**src/rtl/fizzbuzz_checker_rx.sv**
```systemverilog
// rtl/fizzbuzz_checker_rx.sv - 8N1 serial receiver with mid-bit sampling
module serial_rx #(
  parameter int CLKS_PER_BIT = 10417
) (
  input  logic       clk,
  input  logic       rst,
  input  logic       in,
  output logic [7:0] data,
  output logic       valid,
  output logic       frame_err
);

  localparam int CNT_W = $clog2(CLKS_PER_BIT);

  typedef enum logic [1:0] {RX_IDLE, RX_START, RX_DATA, RX_STOP} rx_state_e;

  rx_state_e        r_state, w_state_nxt;
  logic [CNT_W-1:0] r_cnt, w_cnt_nxt;
  logic [2:0]       r_bit, w_bit_nxt;
  logic [7:0]       r_shift, w_shift_nxt;
  logic             w_valid_nxt, w_ferr_nxt;
  logic             r_meta, r_sync, r_prev;
  logic             r_valid, r_ferr;

  // Synchroniser, edge history and all receiver state
  always_ff @(posedge clk) begin
    if (rst) begin
      r_meta  <= 1'b1;
      r_sync  <= 1'b1;
      r_prev  <= 1'b1;
      r_state <= RX_IDLE;
      r_cnt   <= '0;
      r_bit   <= '0;
      r_shift <= '0;
      r_valid <= 1'b0;
      r_ferr  <= 1'b0;
    end else begin
      r_meta  <= in;
      r_sync  <= r_meta;
      r_prev  <= r_sync;
      r_state <= w_state_nxt;
      r_cnt   <= w_cnt_nxt;
      r_bit   <= w_bit_nxt;
      r_shift <= w_shift_nxt;
      r_valid <= w_valid_nxt;
      r_ferr  <= w_ferr_nxt;
    end
  end

  // Bit timing: half a bit to the start-bit centre, then whole bits
  always_comb begin
    w_state_nxt = r_state;
    w_cnt_nxt   = r_cnt + CNT_W'(1);
    w_bit_nxt   = r_bit;
    w_shift_nxt = r_shift;
    w_valid_nxt = 1'b0;
    w_ferr_nxt  = 1'b0;
    case (r_state)
      RX_IDLE: begin
        w_cnt_nxt = '0;
        if (r_prev && !r_sync) w_state_nxt = RX_START;
      end
      RX_START: begin
        if (r_cnt == CNT_W'(CLKS_PER_BIT / 2 - 1)) begin
          w_cnt_nxt   = '0;
          w_bit_nxt   = '0;
          // A start bit that is high again at its centre was a glitch
          w_state_nxt = r_sync ? RX_IDLE : RX_DATA;
        end
      end
      RX_DATA: begin
        if (r_cnt == CNT_W'(CLKS_PER_BIT - 1)) begin
          w_cnt_nxt   = '0;
          w_shift_nxt = {r_sync, r_shift[7:1]};
          w_bit_nxt   = r_bit + 3'd1;
          if (r_bit == 3'd7) w_state_nxt = RX_STOP;
        end
      end
      RX_STOP: begin
        if (r_cnt == CNT_W'(CLKS_PER_BIT - 1)) begin
          w_cnt_nxt   = '0;
          w_state_nxt = RX_IDLE;
          if (r_sync) w_valid_nxt = 1'b1;
          else        w_ferr_nxt  = 1'b1;
        end
      end
      default: w_state_nxt = RX_IDLE;
    endcase
  end

  assign data      = r_shift;
  assign valid     = r_valid;
  assign frame_err = r_ferr;

endmodule

```
**config.mk**
```make
export PLATFORM = sky130hd
export DESIGN_NAME = serial_rx
export DESIGN_NICKNAME = d
export VERILOG_FILES = /design/src/rtl/fizzbuzz_checker_rx.sv
export SDC_FILE = /design/constraint.sdc
export NUM_CORES = 1
export LEC_CHECK = 0
export BUFFER_PORTS_ARGS = -buffer_cell sky130_fd_sc_hd__buf_2
export CORE_MARGIN = 5
export CORE_UTILIZATION = 57
export DETAILED_ROUTE_END_ITERATION = 6
export PLACE_DENSITY = 0.77
export SLEW_MARGIN = 20
export SYNTH_ARGS = -nofsm -noshare
export SYNTH_HDL_FRONTEND = slang
export SYNTH_SLANG_ARGS = --single-unit
```
**constraint.sdc**
```tcl
create_clock -name clk -period 1.95 [get_ports clk]
set_input_delay 0.39 -clock clk [delete_from_list [all_inputs] [get_ports clk]]
set_output_delay 0.39 -clock clk [all_outputs]
set_load 0.005 [all_outputs]
```
# Word level (Yosys, flattened, before mapping)
# Index checks and enable logic that the tools add are counted.
dict set report classes {
  addsub 2
  n_eq_ne 11
  mux 15
  bitwise_logic 2
  n_reduce_logical 9
}
# operator n
set op_table {}
lappend op_table {{14-bit case mux with 3 select lines} 1}
lappend op_table {{14-bit 2-to-1 mux} 2}
lappend op_table {{14-bit by 1-bit adder with 14-bit output, second input constant} 1}
lappend op_table {{14-bit by 13-bit == test with 1-bit output, second input constant} 1}
lappend op_table {{14-bit == test, second input constant} 1}
lappend op_table {{2-bit 2-to-1 mux} 6}
lappend op_table {{2-bit inequality test, second input constant} 5}
lappend op_table {{2-bit case mux with 4 select lines} 1}
lappend op_table {{3-bit 2-to-1 mux} 2}
lappend op_table {{3-bit case mux with 2 select lines} 1}
lappend op_table {{5-bit AND reduction} 1}
lappend op_table {{2-bit == test, second input constant} 2}
lappend op_table {{3-bit by 1-bit adder with 3-bit output, second input constant} 1}
lappend op_table {{3-bit == test, second input constant} 1}
lappend op_table {{3-bit AND reduction} 1}
lappend op_table {{3-bit OR reduction} 1}
lappend op_table {{2-bit by 1-bit == test with 1-bit output, second input constant} 1}
lappend op_table {{2-bit logical NOT} 1}
lappend op_table {{1-bit 2-to-1 mux} 2}
lappend op_table {{1-bit NOT} 2}
lappend op_table {{2-bit AND reduction} 1}
lappend op_table {{2-bit nonzero test} 1}
lappend op_table {{2-bit OR reduction} 1}
lappend op_table {{1-bit logical AND} 1}
lappend op_table {{1-bit logical NOT} 1}
dict set report totals {
  reg_bits 32
  inputBits 3
  out_inout_bits 10
  word_cells 48
}

# Longest topological paths before layout
# Gate-level depths: netlist of run 1.
dict set report logic_depth {
  depth_word 4
  mapped_depth 7
  ltp_nobuf 6
}

# Worst setup path after synthesis of run 1
# Ideal clock, no wire load.
dict set report synth_timing {
  path_kind {flip-flop to flip-flop}
  start {register r_cnt[0]}
  end {register with a tool-made name}
  setup_time_ns 0.070
  t_arrival_ns 1.404
  required_time_ns 1.880
  path_slack_ns 0.475
  path_stages_with_launch 6
  n_path_buf 0
  period_less_slack_ns 1.475
  cell_sequence {dfxtp_1 > ha_1 > and2_1 > nand4_1 > or3_1 > a21oi_1}
}
# element line_no
set synth_lines {}
lappend synth_lines {{from (decl)} 18} ;# logic [CNT_W-1:0] r_cnt, w_cnt_nxt;
lappend synth_lines {{from (signal assigned)} 42} ;# r_cnt <= w_cnt_nxt;

==> results of run 1 <==
worst max-delay path by stage:
stage                                       end  slack, ns  cells past startpoint
after floorplan                            flop       0.48                      5
after global placement    r_bit[0]$_SDFFE_PP0P_       0.37                      6
after detailed placement                   flop       0.27                      5
after CTS                                  flop       0.24                      5
after global routing           valid$_SDFF_PP0_       0.04                      4
final                                      flop       0.24                      5
per-layer routing:
| metal | global-route usage | routed length, µm | part of all wire |
|---|---|---|---|
| met5 | 0 | 0 | 0 |
| met4 | 0.0854 | 41 | 0.015 |
| met3 | 0.0691 | 130 | 0.047 |
| met2 | 0.267 | 1280 | 0.46 |
| met1 | 0.230 | 1330 | 0.48 |
report_power, final:
group	internal, mW	total [mW]	switching (mW)	leakage [nW]
clock	0.132	0.334	0.201	0.0281
combinational	0.00834	0.0221	0.0137	0.245
sequential	0.657	0.662	0.00437	0.258
registers in the layout (all words and copies together), names as in the netlist, named ones only:
signal     count
data           8
frame_err      1
r_bit          3
r_cnt         14
r_meta         1
r_prev         1
r_state        1
r_sync         1
valid          1
layout make-up:
type | count | area [µm²]
clock inverters | 1 | 5.00
multi-input cells | 115 | 731
inverters | 5 | 18.8
flip-flops and latches | 32 | 641
repair buffers | 14 | 75.1
fillers | 216 | 883
clock buffers | 6 | 41.3
well taps | 30 | 37.5
cells in the final DEF (no fill, tap or decap), drive strengths merged, types with 3 or more instances in the layout:
master,n
a21oi,15
buf,14
clkbuf,6
dfxtp,32
ha,4
inv,5
nand2,5
nand3,16
nand4,5
nor2,20
nor3,5
o21ai,9
o221ai,3
or2,3
or3,3
xnor2,9
xor2,3
through the flow:
stage          area [µm²]  worst slack, ns  power (mW)  std cells  utilization
3_5_place_dp         1500            0.273       0.699        196        0.618
6_report             1550            0.240        1.02        203        0.637
4_1_cts              1550            0.240        1.04        203        0.637
5_1_grt              1550           0.0389        1.07        203        0.637
3_3_place_gp         1500            0.367       0.699        196        0.618
2_1_floorplan        1430            0.475       0.693        159            -
cells by family (layout without fill, tap and decap cells):
kind of cell	Yosys count	count (layout)	share of synthesized area
AOI/OAI and AO/OA	31	31	0.128
xor gates and xnor gates	12	12	0.0734
adders and majority gates	4	4	0.0350
buffers and inverters	12	26	0.0420
DFF	32	32	0.448
and+or+nand+nor	68	68	0.274
critical path, cell delays in order, from the launching register on:
cell	delay, ns
dfxtp_1	0.39
ha_1	0.28
and2_1	0.24
nand4_1	0.19
or3_1	0.39
a21oi_1	0.15
==> flow_summary.json, run 1 <==
{
  "status": "finished, final reports clean",
  "hold_viol_final": 0,
  "top_level_ports": 13,
  "max_cap_violations": 0,
  "crit_type": "reg -> reg",
  "initial_utilization": 0.588,
  "min_path_type": "in -> reg",
  "start_kind": "flop",
  "synthDistinctLibCells": 33,
  "end_kind": "flop",
  "clock_sinks": 32,
  "synth-edff-count": 0,
  "period_minus_slack_ns": 1.71,
  "worstHoldStart": "in",
  "yosys-top-cells-count": "dfxtp_1 (32), nor2_1 (20), nand3_1 (16)",
  "syn-instance-count": 159,
  "hold_end": "r_meta$_SDFF_PP1_",
  "synthToLayoutAreaGrowth_pct": 8.22,
  "syn_avg_cell_area_um2": 9.00,
  "p_leak_nw": 0.532,
  "relSlewSlack": 0.560,
  "grt_max_degree": 20,
  "grt_pass1_vias": 1094,
  "cts_resized": 0,
  "viasPerCell": 5.89,
  "post_cts_buffers": 0,
  "synthArstFlopShare": 0,
  "period_share": 0.877,
  "numPortBuffers": 12,
  "drt.antenna.violating_nets": 0,
  "drc": 0,
  "rsz0062_at_grt": "no",
  "chipWidth_um": 60.1,
  "fin_skew_ns": 0.00500,
  "root_buffer": "clkbuf_4",
  "power_per_cell_area_nw_per_um2": 657,
  "reg2reg_slack_ns": 0.24,
  "cp.required_ns": 2.20,
  "die-height_um": 60.1,
  "yosysMostFrequentCell": "dfxtp_1",
  "routed_wl_um": 2780,
  "holdBufCountCts": 0,
  "clk_latency_ns": 0.32,
  "peakVddDrop_mv": 0.510,
  "drive_gt1_frac": 0.162,
  "arrival_ns": 1.96,
  "fin_tns_setup_ns": 0,
  "reg2regPathDepth": 5,
  "die-area_um2": 3610,
  "synth_flop_cell": "dfxtp_1",
  "slew_violations": 0,
  "worst_slew_pin_slew_ns": 0.658,
  "synth_top_cell_area_share": 0.448,
  "netlist_area_um2": 1430,
  "cp-startpoint": "r_cnt[0]$_SDFF_PP0_",
  "yosysTopAreaCell": "dfxtp_1",
  "cts.clk_slew.worst_paths_ns": 0.09,
  "cts_buffers": 5,
  "placementRows": 18,
  "vias": 1195,
  "wire_per_inst_um": 13.7,
  "critPathMaxFanout": 6,
  "h-tree-depth": 2,
  "synth.area.top_cells": "dfxtp_1 (45%), nand3_1 (5.6%), xnor2_1 (5.5%)",
  "yosysWarnings": 0,
  "first_pass_iters": 5,
  "cts_tree": "done",
  "dp_hpwl_um": 1970,
  "core_area_um2": 2430,
  "cts_buffer_depth": 2,
  "diodes": 0,
  "grt_pass1_wl_um": 4890,
  "synth_seq_cells": 32,
  "grt_util_all_layers": 0.181,
  "synthesis.nets": 166,
  "yosysSeqAreaShare": 0.448,
  "antenna_found_initial": 0,
  "whs_path_depth": 2,
  "place_congestion": 0.853,
  "r2r_start": "r_cnt[0]$_SDFF_PP0_",
  "final-setup-viol-count": 0,
  "holdWs_ns": 0.245,
  "overflow": 0,
  "drtIter0Drc": 51,
  "fmax_mhz": 585,
  "nNetsFinal": 180
}
(Power assumes the default switching activity.)
==> inputs of run 2 (changes only) <==
Settings changed: BUFFER_PORTS_ARGS -buffer_cell sky130_fd_sc_hd__buf_2 to default, CORE_MARGIN 5 to 2, CORE_UTILIZATION 57 to 61, DONT_BUFFER_PORTS from default to 1, SETUP_SLACK_MARGIN from default to 0.3.
==> run 2 against run 1 <==
  * Worst hold slack worse by 0.14 ns
  * Critical path depth up 1
  * First-iteration DRC count down 41%
==> flow_summary.json, run 2 (same netlist as run 1, synthesis figures left out) <==
{
  "first_pass_iters": 4,
  "viasPerCell": 5.93,
  "holdBufCountCts": 0,
  "chipWidth_um": 52.4,
  "drc": 0,
  "grt_util_all_layers": 0.224,
  "grt_pass1_wl_um": 4380,
  "cts_tree": "done",
  "h-tree-depth": 2,
  "p_leak_nw": 0.497,
  "reg2reg_slack_ns": 0.30,
  "clock_sinks": 32,
  "peakVddDrop_mv": 0.920,
  "cp-startpoint": "r_cnt[0]$_SDFF_PP0_",
  "cp.required_ns": 2.23,
  "fmax_mhz": 605,
  "worst_slew_pin_slew_ns": 0.684,
  "layout_commonest_cell": "dfxtp_1",
  "reg2regPathDepth": 6,
  "drtIter0Drc": 30,
  "place_congestion": 0.832,
  "core_area_um2": 2210,
  "die-area_um2": 2750,
  "min_path_type": "in -> reg",
  "power_per_cell_area_nw_per_um2": 739,
  "antenna_found_initial": 0,
  "layout_common_cells": "dfxtp_1 (29), nor2_1 (20), nand3_1 (16)",
  "routed_wl_um": 2690,
  "final-setup-viol-count": 0,
  "hold_viol_final": 0,
  "crit_cells": 6,
  "drt.antenna.violating_nets": 0,
  "wire_per_inst_um": 14.0,
  "crit_type": "reg -> reg",
  "root_buffer": "clkbuf_4",
  "overflow": 0,
  "period_share": 0.848,
  "drive_gt1_frac": 0.188,
  "cts_buffers": 5,
  "critPathMaxFanout": 6,
  "numPortBuffers": 0,
  "diodes": 0,
  "nNetsFinal": 171,
  "initial_utilization": 0.647,
  "crit_chain": "inv_2 -> ha_4 -> and4b_1 -> nand4_1 -> or3_4 -> a21oi_2",
  "cp-endpoint": "r_bit[0]$_SDFFE_PP0P_",
  "cts.clk_slew.worst_paths_ns": 0.10,
  "dp_hpwl_um": 1810,
  "end_kind": "flop",
  "reg2reg_to": "r_bit[0]$_SDFFE_PP0P_",
  "period_minus_slack_ns": 1.65,
  "relSlewSlack": 0.543,
  "worst_slack_ns": 0.297,
  "clk_latency_ns": 0.34,
  "max_cap_violations": 0,
  "r2r_start": "r_cnt[0]$_SDFF_PP0_",
  "synthToLayoutAreaGrowth_pct": 10.1,
  "place_ws_ns": 0.293,
  "rsz0062_at_grt": "yes",
  "cp_slowest_stage_delay_ns": 0.47,
  "top_level_ports": 13,
  "slowest_stage": "or3_4",
  "start_kind": "flop",
  "cts_buffer_depth": 2,
  "vias": 1144,
  "arrival_ns": 1.93,
  "grt_max_degree": 20,
  "placementRows": 17,
  "largest_reg_flops": 14,
  "fin_skew_ns": 0.0141,
  "die-height_um": 52.4,
  "grt_pass1_vias": 1005,
  "path_buf_inv": 1,
  "largest-register": "r_cnt",
  "fin_tns_setup_ns": 0,
  "slew_violations": 0,
  "status": "finished, final reports clean",
  "path_delay_family": "simple AND/OR/NAND/NOR gates"
}
-- run 2: through the flow --
stage           util  std cells  instance area, µm²  total power, mW  hold WS (ns)
2_1_floorplan      -        159                1430            0.693         0.389
3_3_place_gp   0.651        182                1440            0.692         0.394
3_5_place_dp   0.651        182                1440            0.693         0.411
4_1_cts        0.694        192                1540             1.18        0.0959
5_1_grt        0.713        193                1580             1.21        0.0870
6_report       0.713        193                1580             1.16         0.104
-- run 2: repair_timing --
item,CTS,global route
cloned,0,0
buffers inserted,2,1
pin swaps,0,6
resized for setup,2,13
hold endpoints to repair,0,0
setup endpoints to repair,5,25
-- run 2: worst register-to-register path, delay by kind of cell (launching register included) --
kind | cells | cell delay [ns]
AND/OR/NAND/NOR | 3 | 0.94
AO/OA/AOI/OAI | 1 | 0.12
adder cells (fa/ha/maj) | 1 | 0.11
flip-flops | 1 | 0.37
buffers and inverters | 1 | 0.06
-- run 2: how the worst min path moves through the flow --
stage | startpoint | to | cells after the start
CTS | rst | data[4]$_SDFFE_PP0P_ | 1
global route | rst | data[7]$_SDFFE_PP0P_ | 1
finish | rst | data[7]$_SDFFE_PP0P_ | 1
detailed placement | r_meta$_SDFF_PP1_ | r_sync$_SDFF_PP1_ | 1
global placement | r_meta$_SDFF_PP1_ | r_sync$_SDFF_PP1_ | 1
floorplan | r_meta$_SDFF_PP1_ | r_sync$_SDFF_PP1_ | 1
-- run 2: area by class of cell --
cell class,count,area (µm²)
clock buffer,6,41.3
multi-input combinational,115,762
inverter,5,18.8
sequential,32,647
fill,181,636
timing repair buffer,5,37.5
clock inverter,2,35.0
tap,28,35.0
-- run 2: report_power, final --
part	switching (mW)	leakage (nW)	internal, mW	total [mW]
logic	0.00936	0.194	0.00741	0.0168
clock network	0.218	0.0422	0.269	0.486
registers	0.00478	0.260	0.657	0.661
-- run 2: layer usage --
metal / vias to the layer above / share of wire / GRT usage
li1: 575 / - / -
met1: 538 / 0.49 / 0.298
met2: 24 / 0.45 / 0.323
met3: 7 / 0.041 / 0.0629
met4: 0 / 0.022 / 0.128
met5: - / 0 / 0
